[src/rtl/bnn_layer_sequencer.sv]
// bnn_layer_sequencer
//   Control FSM for one binary-neural-network fully-connected layer pass.
//   Loads an image from an AXI-Stream into the input buffer, issues one
//   engine job per neuron, packs the 1-bit results 8 per byte (neuron 0 in
//   bit 0) and returns them on an output AXI-Stream, then pulses irq_done.
//
//   Optional build macro: BNN_SEQ_TIMEOUT_EN enables an engine watchdog in
//   WAIT (TIMEOUT_CYCLES). Without it WAIT waits indefinitely.
//
// Ports
//   clk, rst                      clock, asynchronous active-high reset
//   cfg_wr_en/addr/data           register writes: 0x00 CTRL (bit0 start,
//                                 bit1 abort), 0x01 IMG_LEN, 0x02 NUM_NEU
//   s_axis_tdata/tvalid/tlast     image stream in, s_axis_tready out
//   buf_we/waddr/wdata            input-buffer write port
//   eng_start/eng_neuron          engine job request
//   eng_done/eng_result           engine job completion and result bit
//   m_axis_tdata/tvalid/tlast     packed result stream, m_axis_tready in
//   busy, irq_done, err           status
module bnn_layer_sequencer #(
  parameter int IMG_BYTES_MAX  = 784,
  parameter int ADDR_W         = 10,
  parameter int NEURON_MAX     = 256,
  parameter int NEU_W          = 8,
  parameter int TIMEOUT_CYCLES = 4096
) (
  input  logic              clk,
  input  logic              rst,
  input  logic              cfg_wr_en,
  input  logic [7:0]        cfg_wr_addr,
  input  logic [31:0]       cfg_wr_data,
  input  logic [7:0]        s_axis_tdata,
  input  logic              s_axis_tvalid,
  input  logic              s_axis_tlast,
  output logic              s_axis_tready,
  output logic              buf_we,
  output logic [ADDR_W-1:0] buf_waddr,
  output logic [7:0]        buf_wdata,
  output logic              eng_start,
  output logic [NEU_W-1:0]  eng_neuron,
  input  logic              eng_done,
  input  logic              eng_result,
  output logic [7:0]        m_axis_tdata,
  output logic              m_axis_tvalid,
  output logic              m_axis_tlast,
  input  logic              m_axis_tready,
  output logic              busy,
  output logic              irq_done,
  output logic              err
);

  typedef enum logic [2:0] {
    S_IDLE, S_LOAD, S_ISSUE, S_WAIT, S_SEND, S_DONE
  } state_t;

  localparam logic [ADDR_W:0] IMG_MAX_L = (ADDR_W+1)'(IMG_BYTES_MAX);
  localparam logic [NEU_W:0]  NEU_MAX_L = (NEU_W+1)'(NEURON_MAX);

  state_t            state, state_nxt;
  logic [ADDR_W:0]   img_len;
  logic [NEU_W:0]    num_neu;
  logic [ADDR_W-1:0] beat;
  logic [NEU_W-1:0]  neu;
  logic [7:0]        pack;

  logic ctrl_wr, start_req, abort_req, cfg_ok;
  logic beat_last, neu_last, byte_full, timeout;

  assign ctrl_wr   = cfg_wr_en && (cfg_wr_addr == 8'h00);
  assign abort_req = ctrl_wr && cfg_wr_data[1];
  // Abort takes priority over a start carried in the same write.
  assign start_req = ctrl_wr && cfg_wr_data[0] && !cfg_wr_data[1];
  assign cfg_ok    = (img_len != '0) && (img_len <= IMG_MAX_L) &&
                     (num_neu != '0) && (num_neu <= NEU_MAX_L);
  assign beat_last = ({1'b0, beat} == img_len - (ADDR_W+1)'(1));
  assign neu_last  = ({1'b0, neu} == num_neu - (NEU_W+1)'(1));
  assign byte_full = (neu[2:0] == 3'd7);
  assign busy      = (state != S_IDLE);

  always_ff @(posedge clk or posedge rst) begin
    if (rst) state <= S_IDLE;
    else     state <= state_nxt;
  end

  always_comb begin
    state_nxt     = state;
    s_axis_tready = 1'b0;
    buf_we        = 1'b0;
    buf_waddr     = '0;
    buf_wdata     = '0;
    eng_start     = 1'b0;
    eng_neuron    = '0;
    m_axis_tvalid = 1'b0;
    m_axis_tdata  = '0;
    m_axis_tlast  = 1'b0;
    irq_done      = 1'b0;
    case (state)
      S_IDLE: if (start_req && cfg_ok) state_nxt = S_LOAD;
      S_LOAD: begin
        s_axis_tready = 1'b1;
        buf_we        = s_axis_tvalid;
        buf_waddr     = beat;
        buf_wdata     = s_axis_tdata;
        if (s_axis_tvalid && beat_last) state_nxt = S_ISSUE;
      end
      S_ISSUE: begin
        eng_start  = 1'b1;
        eng_neuron = neu;
        state_nxt  = S_WAIT;
      end
      S_WAIT: begin
        eng_neuron = neu;
        if (eng_done)     state_nxt = (byte_full || neu_last) ? S_SEND : S_ISSUE;
        else if (timeout) state_nxt = S_IDLE;
      end
      S_SEND: begin
        m_axis_tvalid = 1'b1;
        // pack only ever holds bits of neurons already collected for this
        // byte, so bits above the last neuron are already zero.
        m_axis_tdata  = pack;
        m_axis_tlast  = neu_last;
        if (m_axis_tready) state_nxt = neu_last ? S_DONE : S_ISSUE;
      end
      S_DONE: begin
        irq_done  = !abort_req;
        state_nxt = S_IDLE;
      end
      default: state_nxt = S_IDLE;
    endcase
    if (abort_req) state_nxt = S_IDLE;
  end

  always_ff @(posedge clk or posedge rst) begin
    if (rst) begin
      img_len <= IMG_MAX_L;
      num_neu <= (NEU_W+1)'(10);
      beat    <= '0;
      neu     <= '0;
      pack    <= '0;
      err     <= 1'b0;
    end else begin
      if (cfg_wr_en && state == S_IDLE) begin
        if (cfg_wr_addr == 8'h01) img_len <= cfg_wr_data[ADDR_W:0];
        if (cfg_wr_addr == 8'h02) num_neu <= cfg_wr_data[NEU_W:0];
      end
      // An abort freezes the datapath so err and counters are left as-is.
      if (!abort_req) begin
        case (state)
          S_IDLE: if (start_req) begin
            if (cfg_ok) begin
              err  <= 1'b0;
              beat <= '0;
              neu  <= '0;
              pack <= '0;
            end else begin
              err <= 1'b1;
            end
          end
          S_LOAD: if (s_axis_tvalid) begin
            beat <= beat + ADDR_W'(1);
            if (s_axis_tlast != beat_last) err <= 1'b1;
          end
          S_WAIT: begin
            if (eng_done) begin
              pack[neu[2:0]] <= eng_result;
              if (!(byte_full || neu_last)) neu <= neu + NEU_W'(1);
            end else if (timeout) begin
              err <= 1'b1;
            end
          end
          S_SEND: if (m_axis_tready) begin
            pack <= '0;
            if (!neu_last) neu <= neu + NEU_W'(1);
          end
          default: ;
        endcase
      end
    end
  end

`ifdef BNN_SEQ_TIMEOUT_EN
  localparam int TMO_W = $clog2(TIMEOUT_CYCLES + 1);
  logic [TMO_W-1:0] tmo_cnt;

  // Cleared whenever outside WAIT, so every entry to WAIT starts from zero.
  always_ff @(posedge clk or posedge rst) begin
    if (rst)                   tmo_cnt <= '0;
    else if (state != S_WAIT)  tmo_cnt <= '0;
    else if (!eng_done)        tmo_cnt <= tmo_cnt + TMO_W'(1);
  end

  assign timeout = (state == S_WAIT) && !eng_done &&
                   (tmo_cnt == TMO_W'(TIMEOUT_CYCLES - 1));

  logic unused_bits;
  assign unused_bits = ^cfg_wr_data[31:ADDR_W+1];
`else
  assign timeout = 1'b0;

  logic unused_bits;
  assign unused_bits = ^{cfg_wr_data[31:ADDR_W+1], 1'(TIMEOUT_CYCLES)};
`endif

endmodule

[config.mk]
export PLATFORM = sky130hd
export DESIGN_NAME = bnn_layer_sequencer
export DESIGN_NICKNAME = d
export VERILOG_FILES = /design/src/rtl/bnn_layer_sequencer.sv
export SDC_FILE = /design/constraint.sdc
export NUM_CORES = 1
export LEC_CHECK = 0
export ABC_AREA = 1
export CAP_MARGIN = 20
export CORE_ASPECT_RATIO = 1.5
export CORE_MARGIN = 5
export CORE_UTILIZATION = 35
export CTS_CLUSTER_DIAMETER = 120
export DETAILED_ROUTE_END_ITERATION = 12
export SYNTH_ARGS = -nofsm -noshare
export SYNTH_HDL_FRONTEND = slang
export SYNTH_SLANG_ARGS = --single-unit
export TNS_END_PERCENT = 20
[constraint.sdc]
create_clock -name clk -period 2.4 [get_ports clk]
set_input_delay 0.36 -clock clk [delete_from_list [all_inputs] [get_ports clk]]
set_output_delay 0.36 -clock clk [all_outputs]
set_load 0.005 [all_outputs]
==> out/metrics.yaml, run 1 <==
status: "finished clean"
slew_headroom_pct: 55.6
synthToLayoutAreaGrowth_pct: 31.2
fp.dieH_um: 139
setup_viol: 0
worst_pin_slew_ps: 667
routed_wl_mm: 10.9
grt_max_degree: 51
combPwrFrac_pct: 45.6
rr_startpoint: "num_neu[1]"
grtUsageTotal_pct: 16.8
yosys_warnings: 0
p_int_mw: 2.04
vias: 3931
maxSlewViolCount: 0
synthCells: 593
antenna_found_initial: 0
dp.cells: 820
crit_path_max_fanout: 5
diodes: 0
finalCritPeriodShare_pct: 98.5
crit_start: "num_neu[1]"
die-width_um: 96.1
cts_buffers: 5
setup_tns_ps: 0
endpoint_kind: "output port"
dp_hpwl_mm: 8.67
grt_pass1_wl_mm: 18.1
insertion_delay_ps: 290
ys_seq_area_share_pct: 32.3
ios: 98
initial_core_util_pct: 35.4
cp.arrival_ps: 2000
hold_slack_ps: 475
globalRouteOverflowTotal: 0
critical_path_class: "flip-flop to output port"
synth_cell_types: 39
drive_gt1_share_pct: 12.0
busiest_layer: "met2"
rsz0062_at_grt: "yes"
rows: 47
min-delay-start: "err"
syn-num-nets: 655
clock_sinks: 50
post-place-ws_ps: -105
synth_area_um2: 3890
most-common-layout-cells: "nand2_1 (149), inv_1 (90), nor2_1 (86)"
power.total_mw: 3.36
cts-root-buf: "clkbuf_16"
finalCoreUtilization_pct: 46.5
gr-usage-met2_pct: 30.5
finalNonFillerCells: 830
drt_first_iter_violations: 190
clock_path_buffers: 2
start_kind: "flip-flop"
finalHoldViolCount: 0
port-buffer-count: 76
ant_nets: 0
fp.dieArea_um2: 13400
gp_congestion: 0.898
vias_per_cell: 4.74
path_clk_slew_ps: 70
place_area_um2: 4910
fin_crit_ps: 2360
final_common_cell: "nand2_1"
drtPass1Iterations: 5
nFillCells: 1160
drt-wirelength-per-cell_um: 13.1
synth_seq_cells: 50
core_um2: 11000
fmax_mhz: 423
vdd_drop_max_v: 0.000437
nets: 744
grtUsageMet3_pct: 2.66
critPathRequiredTime_ps: 2040
seqPwrFrac_pct: 30.2
hold_class: "flip-flop to flip-flop"
syn_area_per_cell_um2: 6.57
drc: 0
leakagePower_nw: 2.39
use_met1_pct: 19.1
cts_tree: "done"
clkPwrFrac_pct: 24.2
swShare_pct: 39.2
p_switching_mw: 1.32
hold_buffers: 0
fin_skew_ps: 6.92
grt_pass1_vias: 3921
htree_levels: 2
p_per_area_nw_per_um2: 659
stdcell_area_um2: 5110
setup_slack_ps: 35.4
maxCapViolCount: 0
==> routing by layer <==
| layer | vias to the layer above | wire, µm |
|---|---|---|
| met5 | - | 0 |
| met4 | 0 | 240 |
| met3 | 15 | 457 |
| met2 | 100 | 5800 |
| met1 | 1783 | 4410 |
| li1 | 2033 | - |
==> logic make-up after synthesis <==
| kind of cell | Yosys count | synth area share [%] |
|---|---|---|
| adders and majority gates | 6 | 1.93 |
| AOI/OAI and AO/OA | 58 | 8.96 |
| muxes | 2 | 0.578 |
| xor gates and xnor gates | 21 | 4.72 |
| and+or+nand+nor | 345 | 40.0 |
| buffers and inverters | 111 | 11.5 |
| DFF | 50 | 32.3 |
==> registers in the layout (all words and copies together), names as in the netlist <==
name	cells
img_len	11
num_neu	9
state	3
err	1
pack	8
neu	8
beat	10
==> cell usage after synthesis <==
library cell  number  area [µm²]
a21oi_1            2        10.0
dfrtp_1           45        1130
inv_1             91         342
buf_4              2        15.0
nand3_1           55         275
xnor2_1            8        70.1
dfstp_2            5         131
o21ai_1            7        35.0
clkbuf_1           5        18.8
nor2_2             7        43.8
clkinv_1           2        7.51
nand2_4            1        11.3
or2_2              1        6.26
mux2_2             2        22.5
o21ai_2            8        70.1
nand3_2            4        40.0
nor3_1            13        65.1
nand2_2           10        62.6
o22ai_1            1        6.26
o21ai_0           33         165
xor2_1            13         114
nand4_2            1        12.5
nor2_4             4        45.0
o21ai_4            1        16.3
nand3b_1           3        22.5
o31ai_1            5        37.5
nor4_1             2        12.5
nor2_8             1        20.0
nor2_1            86         323
a21oi_2            1        8.76
buf_1              1        3.75
inv_2              3        11.3
buf_2              5        25.0
nand4_1            6        37.5
buf_8              1        15.0
nand2_1          150         563
ha_1               6        75.1
nand3_4            1        17.5
buf_6              1        11.3
==> power groups by stage <==
stage                     registers (mW)  clock network (mW)  logic (mW)
after floorplan                    0.996                   0       0.989
after global placement              1.03                   0        1.49
after detailed placement            1.03                   0        1.51
after CTS                           1.02               0.834        1.52
after global routing                1.03               0.870        1.70
final                               1.02               0.814        1.53
==> area by class of cell <==
cell class | instances | area, µm² | share of cell area (%)
multi-input cells | 432 | 2210 | 43.3
flip-flops and latches | 50 | 1260 | 24.6
repair buffers | 97 | 932 | 18.2
inverters | 96 | 360 | 7.05
well taps | 147 | 184 | 3.60
clock buffers | 7 | 133 | 2.60
clock inverters | 1 | 30.0 | 0.588
==> timing repair <==
action / in CTS / in global routing
buffers inserted: 2 / 0
gates cloned: 0 / 0
setup endpoints to repair: 1 / 16
gates resized for setup: 5 / 3
pin swaps: 2 / 0
==> worst max-delay path, cell delays in order, from the launching register on <==
cell,delay (ps)
dfstp_2,530
inv_1,70
ha_4,180
inv_1,50
nand2_1,60
nand2_1,60
nand2_1,50
nand2_1,50
nand3_1,90
nor2_2,130
nand3_4,110
nor2_8,110
clkdlybuf4s15_2,210
==> worst paths after layout <==
| path | end | slack [ps] | cells after the start |
|---|---|---|---|
| worst max-delay path | m_axis_tlast | 40 | 12 |
| max in group asynchronous | img_len[2] | 1400 | 3 |
| worst min register to register | err | 480 | 2 |
| worst max register to register | neu[5] | 200 | 17 |
| min in group asynchronous | pack[0] | 570 | 3 |
| worst min-delay path | err | 480 | 2 |
Power figures use the tool's default switching activity.
==> run 2, diff against run 1 <==
--- a/config.mk
+++ b/config.mk
@@ -6,7 +6,7 @@
 export NUM_CORES = 1
 export LEC_CHECK = 0
 export ABC_AREA = 1
-export CAP_MARGIN = 20
+export CAP_MARGIN = 5
 export CORE_ASPECT_RATIO = 1.5
 export CORE_MARGIN = 5
 export CORE_UTILIZATION = 35
==> results of run 2 <==
The final DEF is identical to that of run 1; final timing and power are the same.
==> run 3, diff against run 2 <==
==> constraint.sdc (replaced) <==
create_clock -name clk -period 2.4 [get_ports clk]
set_input_delay 0.6 -clock clk [delete_from_list [all_inputs] [get_ports clk]]
set_output_delay 0.6 -clock clk [all_outputs]
set_load 0.1 [all_outputs]
==> run 3 against run 2 <==
Against the previous run:
- the flow now finishes with violations (negative setup slack)
- via count fell by 0.71%
- clock skew rose by 3.1 ps
- sequential power about the same
- combinational power grew 66%
- largest cell class unchanged
- largest power group unchanged
- highest routed layer unchanged
==> out/metrics.yaml, run 3 (synthesis results as in run 1) <==
status: "finished, violations left"
violations: "negative setup slack"
endpoint_kind: "output port"
fmax_mhz: 385
die-width_um: 96.1
final_common_cell: "nand2_1"
cts_tree: "done"
cp.arrival_ps: 2000
dp_hpwl_mm: 8.76
fp.dieH_um: 139
drc: 0
drtPass1Iterations: 4
gp_congestion: 0.897
slew_headroom_pct: 62.9
seq_area_um2: 1260
regMostFlops: "img_len"
clock_sinks: 50
grt_pass1_wl_mm: 18.1
rsz0062_at_grt: "yes"
ios: 98
htree_levels: 2
globalRouteOverflowTotal: 0
seqPwrFrac_pct: 23.5
drt-wirelength-per-cell_um: 12.9
fp.dieArea_um2: 13400
largest_reg_flops: 11
drt_first_iter_violations: 182
setup_viol: 1
grt_max_degree: 51
grtUsageTotal_pct: 16.7
port-buffer-count: 76
clkPwrFrac_pct: 18.7
leakagePower_nw: 2.67
core_um2: 11000
ant_nets: 0
drive_gt1_share_pct: 22.3
grt_pass1_vias: 3952
vdd_drop_max_v: 0.000378
fin_skew_ps: 10.0
path_clk_slew_ps: 70
critPathRequiredTime_ps: 1800
setup_slack_ps: -198
vias_per_cell: 4.68
vias: 3903
antenna_found_initial: 0
multi_input_area_um2: 2310
crit_path_max_fanout: 2
p_per_area_nw_per_um2: 775
insertion_delay_ps: 300
finalHoldViolCount: 0
initial_core_util_pct: 35.4
combPwrFrac_pct: 57.9
diodes: 0
clock_path_buffers: 2
rows: 47
post-place-ws_ps: -118
p_switching_mw: 2.14
finalNonFillerCells: 834
synthToLayoutAreaGrowth_pct: 45.3
maxSlewViolCount: 0
nFillCells: 1081
p_int_mw: 2.25
critical_path_class: "flip-flop to output port"
cts-root-buf: "clkbuf_16"
hold_class: "flip-flop to flip-flop"
nets: 748
maxCapViolCount: 0
fin_crit_ps: 2600
worst_pin_slew_ps: 554
dp.cells: 821
top_regs: "img_len: 11 flops, beat: 10 flops, num_neu: 9 flops"
finalCritPeriodShare_pct: 108
start_kind: "flip-flop"
most-common-layout-cells: "nand2_1 (147), inv_1 (87), nor2_1 (67)"
cts_buffers: 5
routed_wl_mm: 10.8
swShare_pct: 48.7
[run 3: cell types whose count changed in the layout (fill, tap and decap cells not counted), sizes merged]
cell	delta
clkdlybuf4s15	-1
dlymetal6s2s	+7
buf	+46
clkdlybuf4s50	-48
[run 3: what timing repair did]
action,in CTS,in global routing
hold buffers,0,0
resized for setup,5,16
setup endpoints to repair,2,12
setup buffers,0,5
pin swaps,7,11
cloned,0,0
[run 3: worst max-delay path, cell delays in order, from the launching register on]
cell	delay, ps
dfstp_2	540
inv_2	50
ha_4	210
xnor2_1	110
nor2_1	130
nand3_2	110
nor2_4	130
nand3_4	100
nor2_8	130
buf_12	180
[run 3: area by class of cell]
type                       count  area share [%]
clock buffer                   7            2.34
clock inverter                 1           0.531
inverter                      96            6.37
multi-input combinational    432            40.8
sequential                    50            22.2
tap                          147            3.25
timing repair buffer         101            24.5
[run 3: power groups by stage]
stage | clock (mW) | sequential (mW) | combinational (mW)
detailed placement | 0 | 1.04 | 2.53
CTS | 0.829 | 1.03 | 2.54
finish | 0.819 | 1.03 | 2.54
global placement | 0 | 1.04 | 2.49
floorplan | 0 | 1.06 | 1.72
global route | 0.854 | 1.04 | 2.74
[run 3: stage by stage]
step           util, %  power, mW  cell area (µm²)  TNS (ps)  hold WS [ps]
6_report          51.5       4.38             5660      -198           478
5_1_grt           51.5       4.63             5660      -285           489
4_1_cts           50.8       4.40             5580      -282           480
3_5_place_dp      49.1       3.57             5400     -1460           462
3_3_place_gp      49.1       3.53             5400      -341           461
2_1_floorplan        -       2.77             3970     -8210           442
[run 3: worst paths after layout]
path / slack [ps] / endpoint / from / depth (start not counted)
worst max-delay path: -200 / m_axis_tlast / num_neu[1] / 9
max in group asynchronous: 1450 / img_len[4] / rst / 3
worst min-delay path: 480 / pack[2] / pack[2] / 2
worst max register to register: 180 / pack[3] / num_neu[1] / 12
min in group asynchronous: 670 / neu[1] / rst / 3
worst min register to register: 480 / pack[2] / pack[2] / 2
[run 3: per-layer routing]
layer / wire length [µm] / vias up / GRT usage, %
met2: 5890 / 71 / 30.7
met3: 449 / 16 / 2.61
met5: 0 / - / 0
met4: 274 / 0 / 6.00
met1: 4160 / 1790 / 18.9
li1: - / 2026 / -
